## src/rtl/divider.sv

```systemverilog
// divider: sequential unsigned restoring divider, one quotient bit per clock.
// Divides a 2*WIDTH-bit dividend by a WIDTH-bit divisor. Results are held in
// output registers from one completed operation until the next.
//
// Ports
//   clk           rising-edge clock
//   rst_n         synchronous active-low reset
//   start_i       operation request, accepted only while idle
//   dividend_i    2*WIDTH unsigned dividend, captured on accept
//   divisor_i     WIDTH unsigned divisor, captured on accept
//   busy_o        operation in flight (CALC or DONE)
//   done_o        one-cycle pulse, results valid
//   quotient_o    2*WIDTH unsigned quotient
//   remainder_o   WIDTH unsigned remainder
//   div_by_zero_o set together with done_o when the divisor was zero
module divider #(
    parameter int unsigned WIDTH = 8
) (
    input  logic               clk,
    input  logic               rst_n,
    input  logic               start_i,
    input  logic [2*WIDTH-1:0] dividend_i,
    input  logic [WIDTH-1:0]   divisor_i,
    output logic               busy_o,
    output logic               done_o,
    output logic [2*WIDTH-1:0] quotient_o,
    output logic [WIDTH-1:0]   remainder_o,
    output logic               div_by_zero_o
);

    localparam int unsigned DW = 2 * WIDTH;
    localparam int unsigned CW = $clog2(DW) + 1;

    localparam logic [1:0] S_IDLE = 2'd0;
    localparam logic [1:0] S_CALC = 2'd1;
    localparam logic [1:0] S_DONE = 2'd2;

    logic [1:0]       state_q, state_d;
    logic [CW-1:0]    cnt_q, cnt_d;
    logic [WIDTH:0]   prem_q, prem_d;     // partial remainder, extra bit for carry
    logic [DW-1:0]    dsh_q, dsh_d;       // dividend shifts out, quotient shifts in
    logic [WIDTH-1:0] dvs_q, dvs_d;
    logic             dz_q, dz_d;
    logic             busy_q, busy_d;
    logic             done_q, done_d;
    logic [DW-1:0]    quot_q, quot_d;
    logic [WIDTH-1:0] rem_q, rem_d;
    logic             dzo_q, dzo_d;

    // One restoring step: shift left, trial-subtract the divisor.
    logic [WIDTH:0] trial_c;
    logic [WIDTH:0] diff_c;
    logic           fits_c;

    assign trial_c = {prem_q[WIDTH-1:0], dsh_q[DW-1]};
    assign fits_c  = (trial_c >= {1'b0, dvs_q});
    assign diff_c  = trial_c - {1'b0, dvs_q};

    // Next-state and datapath update.
    always_comb begin
        state_d = state_q;
        cnt_d   = cnt_q;
        prem_d  = prem_q;
        dsh_d   = dsh_q;
        dvs_d   = dvs_q;
        dz_d    = dz_q;
        busy_d  = busy_q;
        done_d  = 1'b0;
        quot_d  = quot_q;
        rem_d   = rem_q;
        dzo_d   = dzo_q;

        case (state_q)
            S_IDLE: begin
                busy_d = 1'b0;
                if (start_i) begin
                    state_d = S_CALC;
                    busy_d  = 1'b1;
                    dvs_d   = divisor_i;
                    dsh_d   = dividend_i;
                    prem_d  = '0;
                    dz_d    = (divisor_i == '0);
                    // A zero divisor skips the iterations but still spends one
                    // cycle in CALC, so both paths enter DONE the same way.
                    cnt_d   = (divisor_i == '0) ? '0 : CW'(DW);
                end
            end
            S_CALC: begin
                if (cnt_q != '0) begin
                    cnt_d  = cnt_q - CW'(1);
                    prem_d = fits_c ? diff_c : trial_c;
                    dsh_d  = {dsh_q[DW-2:0], fits_c};
                end else begin
                    state_d = S_DONE;
                    done_d  = 1'b1;
                    if (dz_q) begin
                        quot_d = '1;
                        rem_d  = '0;
                        dzo_d  = 1'b1;
                    end else begin
                        quot_d = dsh_q;
                        rem_d  = prem_q[WIDTH-1:0];
                        dzo_d  = 1'b0;
                    end
                end
            end
            S_DONE: begin
                state_d = S_IDLE;
                busy_d  = 1'b0;
            end
            default: begin
                state_d = S_IDLE;
                busy_d  = 1'b0;
            end
        endcase
    end

    // State and output registers, synchronous reset.
    always_ff @(posedge clk) begin
        if (!rst_n) begin
            state_q <= S_IDLE;
            cnt_q   <= '0;
            prem_q  <= '0;
            dsh_q   <= '0;
            dvs_q   <= '0;
            dz_q    <= 1'b0;
            busy_q  <= 1'b0;
            done_q  <= 1'b0;
            quot_q  <= '0;
            rem_q   <= '0;
            dzo_q   <= 1'b0;
        end else begin
            state_q <= state_d;
            cnt_q   <= cnt_d;
            prem_q  <= prem_d;
            dsh_q   <= dsh_d;
            dvs_q   <= dvs_d;
            dz_q    <= dz_d;
            busy_q  <= busy_d;
            done_q  <= done_d;
            quot_q  <= quot_d;
            rem_q   <= rem_d;
            dzo_q   <= dzo_d;
        end
    end

    assign busy_o        = busy_q;
    assign done_o        = done_q;
    assign quotient_o    = quot_q;
    assign remainder_o   = rem_q;
    assign div_by_zero_o = dzo_q;

endmodule

```

## config.mk

```make
export PLATFORM = sky130hd
export DESIGN_NAME = divider
export DESIGN_NICKNAME = d
export VERILOG_FILES = /design/src/rtl/divider.sv
export SDC_FILE = /design/constraint.sdc
export NUM_CORES = 1
export LEC_CHECK = 0
export CORE_MARGIN = 2
export CORE_UTILIZATION = 56
export DETAILED_ROUTE_END_ITERATION = 10
export PLACE_DENSITY = 0.84
export SLEW_MARGIN = 15
export SYNTH_ARGS = -nofsm -noshare
export SYNTH_HDL_FRONTEND = slang
export SYNTH_SLANG_ARGS = --single-unit
```

## constraint.sdc

```tcl
create_clock -name clk -period 5.9 [get_ports clk]
set_input_delay 1.18 -clock clk [delete_from_list [all_inputs] [get_ports clk]]
set_output_delay 1.18 -clock clk [all_outputs]
set_load 0.02 [all_outputs]
```

==> run_results.csv, run 1 <==
group,metric,value,unit
power,leakage,1.46,nW
worst_setup_path,required,6.15,ns
synthesis,synth_edf_count,0,
worst_setup_path,critPathArrivalTime,3.31,ns
synthesis,synth_warnings,0,
flow_run,cap_violations,0,
grt,grt_max_degree,52,
synthesis,synth_cell_types,38,
power,combPwrFrac,0.193,
cells_and_area,layout-area-overhead-vs-synth,25.5,%
worst_setup_path,critical_path_buf_inv_count,3,
worst_setup_path,cp_max_fo,38,
routing,drt_wl_total,6990,um
routing,vias,2824,
clock_tree,clock-root-buffer,"clkbuf_8",
routing,viasPerCell,5.53,
power,power_density,316,mW/mm^2
die,die-area,0.00606,mm^2
routing,drc,0,
clock_tree,cts-hold-fix-buffers,0,
power,p_seq_frac,0.422,
sta,drv_slew,0,
clock_tree,numCtsBuffers,9,
cells_and_area,final_core_util,0.740,
die,die_y,77.8,um
min_path,min_path_type,"flip-flop to flip-flop",
die,fp.dieW,77.8,um
synthesis,synth_seq_cells,67,
placed_design,port-buffer-count,53,
synthesis,synth_top_area_frac,0.440,
worst_setup_path,worstPathCellList,"clkdlybuf4s50_1 > clkinv_1 > buf_4 > a311oi_1",
clock_tree,cts-resized-gates,0,
sta,period_minus_slack,3.06,ns
cells_and_area,diodes,0,
die,core-area,0.00517,mm^2
sta,max_slew_margin,0.314,
worst_setup_path,critPathCaptureType,"flip-flop",
grt,grt_pass1_wl,11800,um
grt,grt_antenna_before_repair,0,
power,p_switching,0.339,mW
clock_tree,cts.path.max_buffers,2,
power,p_sw_frac,0.281,
routing,firstDrtPassIters,4,
worst_setup_path,criticalPathCategory,"primary input to flip-flop",
grt,gr-total-overflow,0,
die,num_io_pins,54,
synthesis,synthArstFlopShare,0,
grt,grt_pass1_vias,2587,
die,num_rows,26,
clock_tree,clock_sinks,67,
synthesis,yosysTopAreaCell,"dfxtp_1",
worst_setup_path,rrSetupSlack,3.58,ns
placed_design,dp_cells,495,
clock_tree,clkLatencyLatePin,0.34,ns
sta,fin_skew,0.00830,ns
sta,rsz0062_at_grt,"false",
sta,fin_crit_sh,0.518,
clock_tree,clk_pin_slew,0.07,ns
synthesis,syn-num-nets,432,
cells_and_area,final_layout_size_suffix_gt1_frac,0.0544,
cells_and_area,fin_cells,511,
worst_setup_path,start_kind,"primary input",
power,ir_drop,0.000179,V
clock_tree,post_cts_buffers,0,
worst_setup_path,critical_path.top_delay_family,"buffers and inverters",
power,clkPwrFrac,0.386,
sta,hold_viol,0,
routing,wl_per_cell,13.7,um
placed_design,routabilityCongestion,0.860,
clock_tree,h-tree-depth,3,
cells_and_area,final_nets,474,
synthesis,yosysSeqAreaShare,0.440,
worst_setup_path,cpMaxStageDelayCell,"clkinv_1",
run_status,status,"finished clean",
sta,clock.fmax,0.327,GHz
grt,grtUsageTotal,0.246,
synthesis,synthTopCellsByArea,"dfxtp_1 44%, nor2_1 11%, nand2_1 8.1%",
power,p_int,0.869,mW
routing,drt_iter0_markers,207,
synthesis,synth_area,0.00305,mm^2
die,initial_core_util,0.590,
sta,tightest_slew,1.02,ns
routing,ant_nets,0,
placed_design,dp_hpwl,4800,um
clock_tree,cts_tree,"built",
sta,fin_tns_setup,0,ns
synthesis,syn_avg_cell_area,7.75,um^2
synthesis,synthCells,394,
sta,report.final.setup_viol,0,
synthesis,ys.flop_type,"dfxtp_1",
worst_setup_path,cp_slowest_stage_delay,0.82,ns
## final timing paths
| path | startpoint | to | cells after the start |
|---|---|---|---|
| worst min-delay path | dvs_q[3] | dvs_q[3] | 2 |
| worst max-delay path | rst_n | dsh_q[2] | 4 |
| worst min register to register | dvs_q[3] | dvs_q[3] | 2 |
| worst max register to register | dvs_q[6] | prem_q[7] | 8 |
## worst min-delay path, cell delays in order, from the launching register on
cell	delay (ns)
dfxtp_1	0.31
nand2_1	0.05
a21oi_1	0.05
## Yosys cell counts (2+ instances only)
cell and number:
a21o_1 2, a21oi_1 42, a311oi_1 15, a31oi_1 2
a32oi_1 4, and2_1 2, clkbuf_1 22, dfxtp_1 67
ha_1 10, inv_1 12, mux2i_1 5, nand2_1 66
nand2b_1 2, nand3_1 3, nor2_1 88, nor2b_1 5
nor3_1 5, nor3b_1 9, o21ai_0 7, o21ai_1 5
or4_1 2, xnor2_1 2, xor2_1 2
## cell families after synthesis
group | Yosys count | share of synthesized area
xor+xnor | 4 | 0.0115
flops | 67 | 0.440
compound gates | 83 | 0.173
simple gates | 187 | 0.260
fa+ha+maj | 11 | 0.0476
mux | 6 | 0.0201
buf+inv | 36 | 0.0484
## through the flow
step / hold slack [ns] / total power, mW / setup slack (ns) / area (um^2)
finish: 0.458 / 1.21 / 2.84 / 3830
global route: 0.479 / 1.26 / 2.61 / 3830
CTS: 0.459 / 1.21 / 2.91 / 3830
detailed placement: 0.449 / 0.748 / 2.62 / 3590
global placement: 0.445 / 0.742 / 2.63 / 3590
floorplan: 0.436 / 0.688 / 3.70 / 3050
## placed cells by master (no fill, tap or decap), types with 2 or more instances in the layout
cell type	n
a21o_1	2
a21oi_1	42
a311oi_1	15
a31oi_1	2
a32oi_1	4
and2_1	2
buf_4	2
bufinv_16	3
clkbuf_8	10
clkdlybuf4s50_1	53
clkinv_2	2
dfxtp_1	67
ha_1	10
inv_1	11
mux2i_1	5
nand2_1	66
nand2b_1	2
nand3_1	2
nor2_1	88
nor2b_1	5
nor3_1	5
nor3b_1	9
o21ai_0	7
o21ai_1	5
or4_1	2
xnor2_1	2
xor2_1	2
## flip-flops by register name (all words and copies together) (netlist names)
| register | count |
|---|---|
| cnt_q | 5 |
| state_q | 2 |
| prem_q | 8 |
| dsh_q | 16 |
| remainder_o | 8 |
| div_by_zero_o | 1 |
| quotient_o | 16 |
| done_o | 1 |
| dz_q | 1 |
| dvs_q | 8 |
| busy_o | 1 |
## power by group through the flow
stage / clock, mW / combinational, mW / sequential [mW]
after floorplan: 0 / 0.168 / 0.519
after global placement: 0 / 0.224 / 0.518
after detailed placement: 0 / 0.229 / 0.519
after CTS: 0.467 / 0.232 / 0.509
after global routing: 0.488 / 0.262 / 0.513
final: 0.466 / 0.233 / 0.509
## routing by layer
metal  share of wire  GRT usage
met5               0          0
met3           0.052     0.0640
met1            0.46      0.321
met4           0.023     0.0964
met2            0.47      0.387
## area by class of cell
cell class              instances  area, um^2
fillers                       394        1340
clock inverters                 5         100
multi-input cells             291        1570
repair buffers                 55         546
inverters                      12        45.0
clock buffers                  11         141
well taps                      70        87.6
flip-flops and latches         67        1340
No activity file was read; power rests on OpenSTA's default activity.
==> run 2, diff against run 1 <==
--- a/config.mk
+++ b/config.mk
@@ -6,9 +6,9 @@
 export NUM_CORES = 1
 export LEC_CHECK = 0
 export CORE_MARGIN = 2
-export CORE_UTILIZATION = 56
+export CORE_UTILIZATION = 52
 export DETAILED_ROUTE_END_ITERATION = 10
-export PLACE_DENSITY = 0.84
+export PLACE_DENSITY = 0.79
 export SLEW_MARGIN = 15
 export SYNTH_ARGS = -nofsm -noshare
 export SYNTH_HDL_FRONTEND = slang
==> constraint.sdc (replaced) <==
create_clock -name clk -period 3.18 [get_ports clk]
set_input_delay 0.636 -clock clk [delete_from_list [all_inputs] [get_ports clk]]
set_output_delay 0.636 -clock clk [all_outputs]
set_load 0.02 [all_outputs]
==> run 2 against run 1 <==
Against the previous run: first-iteration DRC count fell by 27%; clock-buffer cell count increased by 1; core utilization shrank 6.1 points; wire length fell by 0.83%; worst setup slack got worse by 1.9 ns; via count decreased by 2.3%; clock skew down 0.0022 ns; clock power up 39%; cell count up 0.78%; sequential share of layout area rose by 0.38 points; power up 68%; largest cell class unchanged.
==> run_results.csv, run 2 (synthesis results as in run 1) <==
group,metric,value,unit
cells_and_area,layout-area-overhead-vs-synth,24.1,%
clock_tree,cts-resized-gates,0,
power,p_switching,0.598,mW
grt,grt_util_met2,0.371,
power,power_density,536,mW/mm^2
sta,hold_viol,0,
worst_setup_path,required,3.40,ns
worst_setup_path,worstPathCellList,"ha_1 > a21o_1 > a221o_1 > a31oi_4 > mux2i_1 > o21ai_1",
cells_and_area,diodes,0,
grt,met3_usage,0.0685,
sta,max_slew_margin,0.360,
worst_setup_path,start_kind,"flip-flop",
cells_and_area,multi_input_area,0.00157,mm^2
routing,drc,0,
power,p_sw_frac,0.294,
cells_and_area,final_core_util,0.679,
die,fp.dieW,80.6,um
grt,grt_antenna_before_repair,0,
sta,rsz0062_at_grt,"false",
cells_and_area,final_layout_size_suffix_gt1_frac,0.0542,
clock_tree,post_cts_buffers,0,
sta,fin_skew,0.00607,ns
placed_design,routabilityCongestion,0.794,
die,num_rows,27,
clock_tree,clock-root-buffer,"clkbuf_8",
die,die-area,0.00650,mm^2
worst_setup_path,cp_slowest_stage_delay,0.45,ns
sta,period_minus_slack,2.22,ns
power,leakage,1.45,nW
sta,tightest_slew,0.958,ns
die,initial_core_util,0.547,
sta,fin_crit_sh,0.697,
worst_setup_path,cpMaxStageDelayCell,"a31oi_4",
sta,report.final.setup_viol,0,
clock_tree,cts-hold-fix-buffers,0,
sta,drv_slew,0,
grt,grt_pass1_vias,2546,
worst_setup_path,criticalPathCategory,"flip-flop to flip-flop",
worst_setup_path,critical_path_buf_inv_count,0,
power,clkPwrFrac,0.320,
routing,wl_per_cell,13.5,um
routing,drt_wl_total,6930,um
grt,top_usage_layer,"met2",
die,die_y,80.6,um
grt,grtUsageTotal,0.232,
clock_tree,clock_sinks,67,
clock_tree,clk_pin_slew,0.07,ns
flow_run,cap_violations,0,
routing,vias,2758,
routing,drt_iter0_markers,151,
cells_and_area,seq_area,0.00134,mm^2
cells_and_area,final_common_cell,"nor2_1",
run_status,status,"finished clean",
power,p_seq_frac,0.465,
clock_tree,clkLatencyLatePin,0.34,ns
power,p_int,1.43,mW
cells_and_area,layout_common_cells,"88 x nor2_1, 67 x dfxtp_1, 66 x nand2_1",
power,ir_drop,0.000374,V
clock_tree,cts_tree,"built",
clock_tree,numCtsBuffers,9,
worst_setup_path,cp_max_fo,17,
sta,clock.fmax,0.451,GHz
grt,grt_pass1_wl,11600,um
worst_setup_path,critPathArrivalTime,2.44,ns
routing,viasPerCell,5.36,
die,num_io_pins,54,
grt,gr-total-overflow,0,
clock_tree,cts.path.max_buffers,2,
die,core-area,0.00557,mm^2
min_path,min_path_type,"flip-flop to flip-flop",
power,combPwrFrac,0.215,
cells_and_area,nFillCells,489,
sta,fin_tns_setup,0,ns
cells_and_area,final_nets,477,
worst_setup_path,critPathCaptureType,"flip-flop",
grt,grt_max_degree,47,
worst_setup_path,critical_path.top_delay_family,"compound AO/OA/AOI/OAI gates",
placed_design,dp_hpwl,4920,um
routing,ant_nets,0,
grt,met1_usage,0.297,
routing,firstDrtPassIters,4,
placed_design,port-buffer-count,53,
sta,holdWs,0.456,ns
clock_tree,h-tree-depth,3,
-- run 2: cell types whose count changed in the layout (fill, tap and decap cells not counted) --
| cell | before | now |
|---|---|---|
| inv_1 | 11 | 12 |
| bufinv_16 | 3 | 1 |
| clkinv_1 | 1 | 0 |
| clkbuf_8 | 10 | 9 |
| clkbuf_1 | 1 | 3 |
| buf_4 | 2 | 5 |
-- run 2: layout make-up --
cell class | instances | area share
multi-input combinational | 291 | 0.414
sequential | 67 | 0.354
clock inverter | 3 | 0.0106
inverter | 12 | 0.0119
clock buffer | 12 | 0.0357
timing repair buffer | 58 | 0.150
tap | 72 | 0.0238
-- run 2: routing by layer --
| layer | routed length [um] | part of all wire |
|---|---|---|
| met1 | 3190 | 0.46 |
| met2 | 3220 | 0.46 |
| met3 | 403 | 0.058 |
| met4 | 123 | 0.018 |
| met5 | 0 | 0 |
-- run 2: tightest hold or removal path, cell delays in order, from the launching register on --
cell and delay, ns:
dfxtp_1 0.31, nand2_1 0.05, a21oi_1 0.05
-- run 2: stage by stage --
step	cell area (um^2)	worst slack [ns]	instances	power (mW)
global placement	3610	0.902	500	1.38
CTS	3790	0.982	515	2.04
finish	3790	0.962	515	2.03
floorplan	3050	1.23	394	1.28
detailed placement	3610	0.836	500	1.40
global route	3790	0.824	515	2.14
-- run 2: final timing paths --
kind                  start         to  slack, ns  cells past startpoint
hold / removal     dvs_q[6]   dvs_q[6]       0.46                      2
setup / recovery  prem_q[5]  prem_q[4]       0.96                      6
setup reg to reg  prem_q[5]  prem_q[4]       0.96                      6
hold reg to reg    dvs_q[6]   dvs_q[6]       0.46                      2
-- run 2: power by group through the flow --
stage	clock (mW)	combinational, mW	sequential (mW)
after global placement	0	0.422	0.962
after floorplan	0	0.312	0.964
after detailed placement	0	0.433	0.963
after global routing	0.699	0.488	0.951
final	0.650	0.436	0.944
after CTS	0.666	0.435	0.944
==> run 3, diff against run 2 <==
--- a/config.mk
+++ b/config.mk
@@ -6,9 +6,9 @@
 export NUM_CORES = 1
 export LEC_CHECK = 0
 export CORE_MARGIN = 2
-export CORE_UTILIZATION = 52
+export CORE_UTILIZATION = 47
 export DETAILED_ROUTE_END_ITERATION = 10
-export PLACE_DENSITY = 0.79
+export PLACE_DENSITY = 0.75
 export SLEW_MARGIN = 15
 export SYNTH_ARGS = -nofsm -noshare
 export SYNTH_HDL_FRONTEND = slang
==> constraint.sdc (replaced) <==
create_clock -name clk -period 1.8 [get_ports clk]
set_input_delay 0.36 -clock clk [delete_from_list [all_inputs] [get_ports clk]]
set_output_delay 0.36 -clock clk [all_outputs]
set_load 0.02 [all_outputs]
==> run 3 against run 2 <==
Against the previous run: the flow now finishes with violations (negative setup slack); combinational power is 130% higher; fmax is 18% higher; clock skew rose by 0.0015 ns; sequential power rose by 77%; clock-buffer cell count decreased by 2; cell area grew 11%; non-clock buffer count rose by 26; worst setup slack lost 1.0 ns; via count increased by 4.1%; critical path depth increased by 2; wire length up 4.9%; largest power group unchanged.
==> run_results.csv, run 3 (synthesis results as in run 1) <==
group,metric,value,unit
run_status,status,"finished with violations",
run_status,violations,"negative setup slack",
worst_setup_path,reg2reg_depth,8,
sta,clock.fmax,0.533,GHz
power,p_seq_frac,0.413,
cells_and_area,final_core_util,0.664,
power,p_sw_frac,0.292,
routing,route.met3.wl,377,um
sta,fin_tns_setup,-0.323,ns
clock_tree,cts.path.max_buffers,2,
clock_tree,cts-hold-fix-buffers,0,
sta,setup_slack,-0.0759,ns
sta,max_slew_margin,0.620,
clock_tree,numCtsBuffers,9,
sta,drv_slew,0,
routing,wl_per_cell,13.3,um
cells_and_area,final_layout_size_suffix_gt1_frac,0.157,
worst_setup_path,start_kind,"flip-flop",
die,die_y,84.6,um
placed_design,dpl_cell_area,0.00391,mm^2
routing,firstDrtPassIters,4,
die,fp.dieW,84.6,um
routing,top_layer,"met4",
clock_tree,clkLatencyLatePin,0.35,ns
cells_and_area,nFillCells,537,
placed_design,routabilityCongestion,0.792,
power,p_int,2.86,mW
cells_and_area,layout-area-overhead-vs-synth,37.4,%
die,num_io_pins,54,
power,power_density,963,mW/mm^2
die,initial_core_util,0.483,
power,leakage,1.63,nW
worst_setup_path,critPathArrivalTime,2.11,ns
routing,ant_nets,0,
routing,drt_wl_total,7280,um
sta,report.final.setup_viol,9,
clock_tree,cts_tree,"built",
grt,grt_pass1_wl,12200,um
sta,fin_skew,0.00754,ns
clock_tree,clock_sinks,67,
routing,drt_iter0_markers,159,
routing,met2WireLength,3430,um
die,die-area,0.00715,mm^2
power,p_switching,1.18,mW
die,num_rows,29,
routing,drc,0,
grt,grt_max_degree,52,
power,combPwrFrac,0.246,
cells_and_area,final_nets,503,
grt,gr-total-overflow,0,
clock_tree,clk_pin_slew,0.07,ns
worst_setup_path,required,2.04,ns
worst_setup_path,criticalPathCategory,"flip-flop to flip-flop",
clock_tree,clock-root-buffer,"clkbuf_8",
placed_design,dp_hpwl,5290,um
min_path,hold_depth,2,
routing,viasPerCell,5.25,
clock_tree,h-tree-depth,3,
grt,grt_antenna_before_repair,0,
cells_and_area,fin_area,0.00419,mm^2
placed_design,port-buffer-count,53,
grt,grtUsageTotal,0.212,
routing,drt-met1-wl,3300,um
sta,fin_crit_sh,1.04,
sta,tightest_slew,0.568,ns
routing,vias,2872,
die,core-area,0.00631,mm^2
min_path,min_path_type,"flip-flop to flip-flop",
worst_setup_path,cp_max_fo,11,
sta,rsz0062_at_grt,"true",
flow_run,cap_violations,0,
grt,grt_pass1_vias,2672,
worst_setup_path,critPathCaptureType,"flip-flop",
sta,period_minus_slack,1.88,ns
power,clkPwrFrac,0.341,
cells_and_area,layout_common_cells,"88 x nor2_1, 65 x nand2_1, 59 x dfxtp_1",
cells_and_area,final_common_cell,"nor2_1",
power,ir_drop,0.000553,V
cells_and_area,diodes,0,
sta,hold_viol,0,
-- run 3: changes by cell type in the layout (fill, tap and decap cells not counted), moves of 5 or more --
cell	change
dfxtp_2	+8
ha_4	+5
ha_1	-5
buf_4	+21
buf_12	+5
dfxtp_1	-8
-- run 3: critical path, cell delays in order (launching register included) --
cell and delay (ns):
dfxtp_2 0.34, inv_2 0.04, ha_4 0.23, a21o_1 0.16
a221o_1 0.34, a31oi_4 0.20, buf_12 0.17, mux2i_2 0.21
o21ai_1 0.07
-- run 3: power by group through the flow --
| stage | clock network [mW] | logic [mW] | registers, mW |
|---|---|---|---|
| after floorplan | 0 | 0.565 | 1.70 |
| after global placement | 0 | 0.896 | 1.70 |
| after detailed placement | 0 | 0.921 | 1.70 |
| after CTS | 1.40 | 0.976 | 1.67 |
| after global routing | 1.47 | 1.10 | 1.68 |
| final | 1.38 | 0.993 | 1.67 |
-- run 3: cell type report --
class | instances | area, um^2 | share of cell area
inverter | 12 | 45.0 | 0.0107
multi-input combinational | 291 | 1660 | 0.395
timing repair buffer | 84 | 826 | 0.197
sequential | 67 | 1350 | 0.322
tap | 77 | 96.3 | 0.0230
clock inverter | 6 | 90.1 | 0.0215
clock buffer | 10 | 128 | 0.0304
-- run 3: layer usage --
metal	GRT usage	vias to the layer above
li1	-	1475
met1	0.281	1306
met2	0.334	76
met3	0.0442	15
met4	0.0952	0
met5	0	-
-- run 3: repair_timing --
action,4_1_cts,5_1_grt
buffers inserted,2,0
pin swaps,1,1
endpoints found under the setup margin,8,24
gates resized for setup,6,7
-- run 3: stage by stage --
| step | std cells | total power, mW | setup WS, ns | hold WS [ns] |
|---|---|---|---|---|
| 2_1_floorplan | 394 | 2.27 | -0.0269 | 0.436 |
| 3_3_place_gp | 529 | 2.59 | -0.0537 | 0.444 |
| 3_5_place_dp | 529 | 2.62 | -0.0702 | 0.447 |
| 4_1_cts | 547 | 4.05 | -0.0652 | 0.457 |
| 5_1_grt | 547 | 4.25 | -0.153 | 0.485 |
| 6_report | 547 | 4.04 | -0.0759 | 0.455 |
-- run 3: worst paths after layout --
path         startpoint         to  slack [ns]
max            dvs_q[6]  prem_q[4]       -0.08
min            dvs_q[7]   dvs_q[7]        0.46
max reg2reg    dvs_q[6]  prem_q[4]       -0.08
min reg2reg    dvs_q[7]   dvs_q[7]        0.46
